### src/rtl/truth_table_sweep.sv
// truth_table_sweep
//   Drives every input combination of an external N_IN-input logic block,
//   waits SETTLE idle cycles per combination, samples its response and
//   assembles the full truth table.
//
//   Parameters
//     N_IN    number of stimulus inputs (1..6)
//     SETTLE  idle cycles between driving a stimulus and sampling (0..15)
//
//   Ports
//     clk          rising-edge clock
//     rst          synchronous active-high reset
//     start        level-sampled request for a full sweep (ignored while busy)
//     stim_out     stimulus index {inN,...,in1} applied to the logic under test
//     resp_in      response of the logic under test
//     busy         high while a sweep is in progress
//     done         one-cycle pulse when table_out has been updated
//     table_out    last completed truth table, bit k = response to index k
//     expected_in  golden table, captured when a sweep starts  (compare build)
//     mismatch     captured table differed from golden table   (compare build)
//
//   Optional feature: define TRUTH_TABLE_SWEEP_COMPARE_EN to add the golden
//   table comparison (expected_in / mismatch ports).
module truth_table_sweep #(
  parameter int N_IN   = 3,
  parameter int SETTLE = 2
) (
  input  logic                   clk,
  input  logic                   rst,
  input  logic                   start,
  output logic [N_IN-1:0]        stim_out,
  input  logic                   resp_in,
  output logic                   busy,
  output logic                   done,
  output logic [(1<<N_IN)-1:0]   table_out
`ifdef TRUTH_TABLE_SWEEP_COMPARE_EN
  ,
  input  logic [(1<<N_IN)-1:0]   expected_in,
  output logic                   mismatch
`endif
);

  localparam int                W           = 1 << N_IN;
  localparam logic [N_IN-1:0]   LAST_INDEX  = {N_IN{1'b1}};
  localparam logic [3:0]        SETTLE_LAST = 4'(SETTLE);

  typedef enum logic {IDLE, RUN} state_t;

  state_t          state, state_next;
  logic [N_IN-1:0] index, index_next;
  logic [3:0]      settle_cnt, settle_next;
  logic [W-1:0]    capture, capture_next;
  logic [W-1:0]    table_next;
  logic [W-1:0]    full_table;
  logic            done_next;

  // The index register doubles as the stimulus, and the state register as
  // busy, so both outputs come straight from flops.
  assign stim_out = index;
  assign busy     = (state == RUN);

  // Captured table with the current response merged in; this is what gets
  // stored on the sampling edge, and on the final edge it is the full table.
  always_comb begin
    full_table        = capture;
    full_table[index] = resp_in;
  end

  // Next-state and datapath updates. Each index is held for SETTLE+1 cycles;
  // the edge that ends the window samples the response and, unless this was
  // the last index, moves straight on to the next one with no gap cycle.
  always_comb begin
    state_next   = state;
    index_next   = index;
    settle_next  = settle_cnt;
    capture_next = capture;
    table_next   = table_out;
    done_next    = 1'b0;
    case (state)
      IDLE: begin
        if (start) begin
          state_next   = RUN;
          index_next   = '0;
          settle_next  = '0;
          capture_next = '0;
        end
      end
      RUN: begin
        if (settle_cnt == SETTLE_LAST) begin
          settle_next  = '0;
          capture_next = full_table;
          if (index == LAST_INDEX) begin
            state_next = IDLE;
            index_next = '0;
            table_next = full_table;
            done_next  = 1'b1;
          end else begin
            index_next = index + 1'b1;
          end
        end else begin
          settle_next = settle_cnt + 1'b1;
        end
      end
      default: begin
        state_next = IDLE;
        index_next = '0;
      end
    endcase
  end

  // State and datapath registers; reset wins over any sweep activity, so an
  // interrupted sweep leaves no done pulse and a cleared table.
  always_ff @(posedge clk) begin
    if (rst) begin
      state      <= IDLE;
      index      <= '0;
      settle_cnt <= '0;
      capture    <= '0;
      table_out  <= '0;
      done       <= 1'b0;
    end else begin
      state      <= state_next;
      index      <= index_next;
      settle_cnt <= settle_next;
      capture    <= capture_next;
      table_out  <= table_next;
      done       <= done_next;
    end
  end

`ifdef TRUTH_TABLE_SWEEP_COMPARE_EN
  logic [W-1:0] expected_reg;

  // The golden table is latched when the sweep is accepted so that it may
  // change freely during RUN; the verdict is produced on the done edge and
  // held until the next completion.
  always_ff @(posedge clk) begin
    if (rst) begin
      expected_reg <= '0;
      mismatch     <= 1'b0;
    end else begin
      if ((state == IDLE) && start) begin
        expected_reg <= expected_in;
      end
      if (done_next) begin
        mismatch <= (full_table != expected_reg);
      end
    end
  end
`endif

endmodule

### config.mk
export PLATFORM = sky130hd
export DESIGN_NAME = truth_table_sweep
export DESIGN_NICKNAME = d
export VERILOG_FILES = /design/src/rtl/truth_table_sweep.sv
export SDC_FILE = /design/constraint.sdc
export NUM_CORES = 1
export LEC_CHECK = 0
export CELL_PAD_IN_SITES_DETAIL_PLACEMENT = 0
export CELL_PAD_IN_SITES_GLOBAL_PLACEMENT = 1
export CORE_MARGIN = 3
export CORE_UTILIZATION = 35
export DETAILED_ROUTE_END_ITERATION = 8
export GPL_ROUTABILITY_DRIVEN = 0
export PLACE_DENSITY = 0.74
export SLEW_MARGIN = 20
export SYNTH_ARGS = -nofsm -noshare
export SYNTH_HDL_FRONTEND = slang
export SYNTH_SLANG_ARGS = --single-unit
### constraint.sdc
create_clock -name clk -period 4.4 [get_ports clk]
set_input_delay 0.88 -clock clk [delete_from_list [all_inputs] [get_ports clk]]
set_output_delay 0.88 -clock clk [all_outputs]
set_load 0.03 [all_outputs]
==> flow_summary.json, run 1 <==
{
  "vias": 859,
  "overflow": 0,
  "root_buffer": "clkbuf_4",
  "status": "finished clean",
  "p_per_area_nw_per_um2": 256.2,
  "holdPathEnd": "capture[0]",
  "layout_common_cells": "dfxtp_1, clkdlybuf4s50_1, a21oi_1",
  "drv_slew": 0,
  "synthSimpleGateAreaFrac": 0.1744,
  "final_antenna_net_count": 0,
  "synth_edf_count": 0,
  "period_share": 0.5766,
  "initial_core_util": 0.3852,
  "ys_types": 31,
  "synth_compound_area_frac": 0.2241,
  "drt-total-wl_um": 2312,
  "synthesis.nets": 124,
  "crit_type": "flip-flop to primary output",
  "drtIter0Drc": 17,
  "synth_top_family_by_area": "compound AO/OA/AOI/OAI gates",
  "htreeDepth": 1,
  "fin_tns_setup_ns": 0,
  "leakagePower_nw": 0.4662,
  "drc": 0,
  "rsz0062_at_grt": "false",
  "ys.flop_type": "dfxtp_1",
  "cap_violations": 0,
  "antenna_found_initial": 0,
  "final_common_cell": "dfxtp_1",
  "setup_violations": 0,
  "hold_ws_ns": 0.4788,
  "max-slew-margin-rel": 0.3333,
  "rrSetupSlack_ns": 2.23,
  "vias_per_cell": 5.113,
  "r2r_end": "capture[6]",
  "clk_transition_reported_paths_ns": 0.13,
  "async_reset_ff_frac": 0,
  "final_util": 0.4320,
  "syn_avg_cell_area_sq_um": 10.64,
  "fillers": 347,
  "core_area_sq_um": 3203,
  "dieArea_sq_um": 4273,
  "fin_nets": 133,
  "n_antenna_cell": 0,
  "cts_tree": "built",
  "grt_pass1_wl_um": 4064,
  "io_pins": 17,
  "grt_max_degree": 20,
  "synthXorXnorAreaFrac": 0.007099,
  "fin_area_sq_um": 1384,
  "fin_skew_ns": 0.007859,
  "path_cells": "clkdlybuf4s50_1",
  "postCtsSetupBuffers": 0,
  "min_path_cells": 1,
  "synth_fa_ha_area_frac": 0.04057,
  "critPathSlowestCell": "clkdlybuf4s50_1",
  "crit_arrival_ns": 1.66,
  "ir_worst_vdd_mv": 0.2144,
  "postSynthCellCount": 116,
  "worst_r2r_path_depth": 5,
  "cts.sinks": 25,
  "critPathBufInv": 1,
  "max_freq_mhz": 394.2,
  "clkLatencyLatePin_ns": 0.31,
  "cpPeakStageDelay_ns": 0.75,
  "yosys-top-cells-area": "dfxtp_1, a211oi_2, mux2i_1",
  "crit_family": "buffers and inverters",
  "synth_top_area_share": 0.4057,
  "cp_max_fo": 12,
  "cts.repair.resized": 0,
  "hold_buffers": 0,
  "drive_above_1_share": 0.1532,
  "placed_area_sq_um": 1358,
  "ys.warnings.count": 0,
  "cts_buffer_depth": 2,
  "yosys.area.top_type": "dfxtp_1",
  "min_from": "capture[0]",
  "wire_per_inst_um": 13.76,
  "port_buffers": 16,
  "die_y_um": 65.37,
  "row_count": 20,
  "track_usage": 0.1216,
  "synth.mux.area_fraction": 0.06491,
  "syn-cell-area_sq_um": 1234,
  "setup.worst_path.end_class": "primary output",
  "hold_class": "flip-flop to flip-flop",
  "numCtsBuffers": 3,
  "hpwl_um": 1648,
  "grt_pass1_vias": 852,
  "yosysSeqAreaShare": 0.4057,
  "startpoint_type": "flip-flop",
  "syn_to_final_growth_pct": 12.17,
  "finalHoldViolCount": 0,
  "drtPass1Iterations": 5,
  "post-route-min-period_ns": 2.537,
  "crit_required_ns": 3.52,
  "r2r_start": "settle_cnt[0]",
  "tightest_slew_ns": 0.9985,
  "die_w_um": 65.37,
  "ys_seq_elements": 25
}
power by group:
group,switching (mW),internal [mW]
registers,0.00386,0.229
logic,0.0132,0.0101
clock network,0.0633,0.0354
total,0.0804,0.274
synthesized netlist by cell type (4+ instances only):
| cell type | instances |
|---|---|
| nand2_1 | 4 |
| a21oi_2 | 4 |
| a211oi_2 | 8 |
| mux2i_1 | 8 |
| nand3b_1 | 6 |
| dfxtp_1 | 25 |
| buf_2 | 6 |
| o2bb2ai_1 | 8 |
| ha_1 | 4 |
| a21oi_1 | 10 |
final cells by class:
class | instances | area, sq um | share of cell area
Inverter | 3 | 11.26 | 0.008137
Sequential cell | 25 | 500.5 | 0.3617
Timing Repair Buffer | 16 | 160.2 | 0.1157
Multi-Input combinational cell | 76 | 630.6 | 0.4557
Tap cell | 44 | 55.05 | 0.03978
Clock buffer | 4 | 26.28 | 0.01899
metal layers:
metal / share of wire / track usage / wire (um)
met5: 0 / 0 / 0
met4: 0.0091 / 0.03109 / 21
met3: 0.031 / 0.03248 / 71
met2: 0.46 / 0.1947 / 1060
met1: 0.50 / 0.1617 / 1158
flip-flops by register name, indices dropped and copies added, names as in the netlist:
name / count
busy: 1
done: 1
capture: 8
stim_out: 3
table_out: 8
settle_cnt: 4
cells by family (layout without fill, tap and decap cells):
kind of cell               after synthesis  count (layout)
and+or+nand+nor                         30              30
muxes                                    8               8
xor gates and xnor gates                 1               1
DFF                                     25              25
adders and majority gates                4               4
AOI/OAI and AO/OA                       33              33
buffers and inverters                   15              23
stage by stage:
stage,cells,setup WS [ns],total power [mW]
6_report,168,1.863,0.3545
5_1_grt,168,1.782,0.3730
4_1_cts,168,1.835,0.3601
3_5_place_dp,164,1.857,0.2612
3_3_place_gp,164,1.889,0.2604
2_1_floorplan,116,2.767,0.2555
worst max-delay path by stage:
| stage | start | endpoint | slack (ns) | cells past startpoint |
|---|---|---|---|---|
| after global placement | rst | capture[7] | 1.89 | 3 |
| final | stim_out[0] | stim_out[0] | 1.86 | 1 |
| after floorplan | rst | settle_cnt[1] | 2.77 | 3 |
| after detailed placement | rst | capture[7] | 1.86 | 3 |
| after global routing | stim_out[0] | stim_out[0] | 1.78 | 1 |
| after CTS | stim_out[0] | stim_out[0] | 1.83 | 1 |
No activity file was read; power rests on OpenSTA's default activity.
==> inputs of run 2 (changes only) <==
- clock period: 4.4 -> 2.61 ns (I/O delays scaled with it)
==> run 2 against run 1 <==
Against the previous run:
- critical path depth unchanged
- clock skew decreased by 0.0055 ns
- via count increased by 3.6%
- sequential power increased by 68%
- worst hold slack improved by 0.0022 ns
- global-route usage decreased by 0.25 points
- count of clock-buffer cells in the layout decreased by 1
- combinational power increased by 75%
- sequential share of layout area decreased by 0.42 points
- sequential cell count unchanged
- non-clock buffer count increased by 2
- largest cell class unchanged
- largest power group unchanged
==> flow_summary.json, run 2 (synthesis gave the netlist of run 1 again) <==
{
  "status": "finished clean",
  "max_freq_mhz": 464.4,
  "post-route-min-period_ns": 2.154,
  "multi_input_area_sq_um": 630.6,
  "numCtsBuffers": 3,
  "vias": 890,
  "critPathSlowestCell": "clkdlybuf4s50_1",
  "clkLatencyLatePin_ns": 0.32,
  "place_inst": 166,
  "initial_core_util": 0.3852,
  "hold_class": "flip-flop to flip-flop",
  "switchingPower_mw": 0.1426,
  "leakagePower_nw": 0.4792,
  "rsz0062_at_grt": "false",
  "grt_max_degree": 15,
  "reg.largest.list": "capture x8, table_out x8, settle_cnt x4",
  "p_per_area_nw_per_um2": 431.2,
  "vias_per_cell": 5.235,
  "clk_transition_reported_paths_ns": 0.13,
  "startpoint": "stim_out[0]",
  "stdcell_count": 170,
  "finalHoldViolCount": 0,
  "drc": 0,
  "hold_buffers": 0,
  "drtPass1Iterations": 4,
  "core_area_sq_um": 3203,
  "cap_violations": 0,
  "crit_family": "buffers and inverters",
  "cpPeakStageDelay_ns": 0.74,
  "fillers": 332,
  "layout_common_cells": "dfxtp_1, clkdlybuf4s50_1, a21oi_1",
  "cp_max_fo": 12,
  "track_usage": 0.1191,
  "cts_tree": "built",
  "drive_above_1_share": 0.1746,
  "p_clk_frac": 0.283,
  "max-slew-margin-rel": 0.6382,
  "path_cells": "clkdlybuf4s50_1",
  "tightest_slew_ns": 0.5419,
  "fin_tns_setup_ns": 0,
  "syn_to_final_growth_pct": 13.49,
  "power.internal_mw": 0.4611,
  "ir_worst_vdd_mv": 0.3052,
  "grt_pass1_vias": 859,
  "root_buffer": "clkbuf_4",
  "seqPwrFrac": 0.649,
  "critPathBufInv": 1,
  "r2r_end": "table_out[6]",
  "crit_type": "flip-flop to primary output",
  "cts.repair.resized": 0,
  "htreeDepth": 1,
  "worst_r2r_path_depth": 6,
  "fin_nets": 135,
  "crit_required_ns": 2.09,
  "n_antenna_cell": 0,
  "fin_skew_ns": 0.002388,
  "io_pins": 17,
  "port_buffers": 16,
  "dieArea_sq_um": 4273,
  "cts_buffer_depth": 2,
  "overflow": 0,
  "wire_per_inst_um": 13.76,
  "rrSetupSlack_ns": 0.83,
  "grt_pass1_wl_um": 4029,
  "setup.worst_path.end_class": "primary output",
  "netSwitchingFraction": 0.2363,
  "cts.sinks": 25,
  "postCtsSetupBuffers": 0,
  "startpoint_type": "flip-flop",
  "final_common_cell": "dfxtp_1",
  "p_comb_frac": 0.068,
  "row_count": 20,
  "r2r_start": "settle_cnt[0]",
  "crit_arrival_ns": 1.63,
  "setup_violations": 0,
  "drtIter0Drc": 29,
  "drt-total-wl_um": 2340,
  "drv_slew": 0,
  "die_w_um": 65.37,
  "antenna_found_initial": 0,
  "period_share": 0.8251,
  "holdPathEnd": "capture[4]",
  "min_path_cells": 1,
  "seq_area_sq_um": 500.5,
  "die_y_um": 65.37,
  "hpwl_um": 1725,
  "min_from": "capture[4]",
  "final_antenna_net_count": 0
}
[run 2: changes by cell type in the layout (fill, tap and decap cells not counted)]
cell / previous run / this run
clkinv_2: 0 / 1
buf_4: 0 / 2
clkbuf_1: 1 / 0
[run 2: power by group through the flow]
stage	clock (mW)	combinational (mW)	sequential, mW
after floorplan	0	0.0308	0.400
after global placement	0	0.0405	0.400
after detailed placement	0	0.0413	0.401
after CTS	0.181	0.0415	0.392
after global routing	0.194	0.0453	0.393
final	0.171	0.0408	0.392
[run 2: layer usage]
| metal | share of wire | wire [um] | track usage | vias to the layer above |
|---|---|---|---|---|
| met5 | 0 | 0 | 0 | - |
| met1 | 0.49 | 1141 | 0.1608 | 432 |
| met3 | 0.046 | 108 | 0.03077 | 2 |
| li1 | - | - | - | 438 |
| met4 | 0.0064 | 15 | 0.02332 | 0 |
| met2 | 0.46 | 1075 | 0.1922 | 18 |
[run 2: metrics by stage]
step	total power, mW	instance area, sq um	utilization	setup WS (ns)	hold slack (ns)
2_1_floorplan	0.4307	1234	-	1.095	0.4317
3_3_place_gp	0.4408	1373	0.4285	0.7952	0.4452
3_5_place_dp	0.4419	1373	0.4285	0.7606	0.4478
4_1_cts	0.6147	1400	0.4371	0.4524	0.4816
5_1_grt	0.6328	1400	0.4371	0.3849	0.4948
6_report	0.6037	1400	0.4371	0.4565	0.4811
[run 2: layout make-up]
class / count / area share
Clock buffer: 3 / 0.01609
Clock inverter: 1 / 0.003575
Inverter: 3 / 0.008043
Multi-Input combinational cell: 76 / 0.4504
Sequential cell: 25 / 0.3575
Tap cell: 44 / 0.03932
Timing Repair Buffer: 18 / 0.1251
[run 2: how the worst max path moves through the flow]
stage / end / slack, ns / depth (start not counted)
floorplan: table_out[1] / 1.10 / 6
global placement: done / 0.80 / 3
detailed placement: capture[7] / 0.76 / 3
CTS: stim_out[0] / 0.45 / 1
global route: stim_out[1] / 0.38 / 1
finish: stim_out[0] / 0.46 / 1
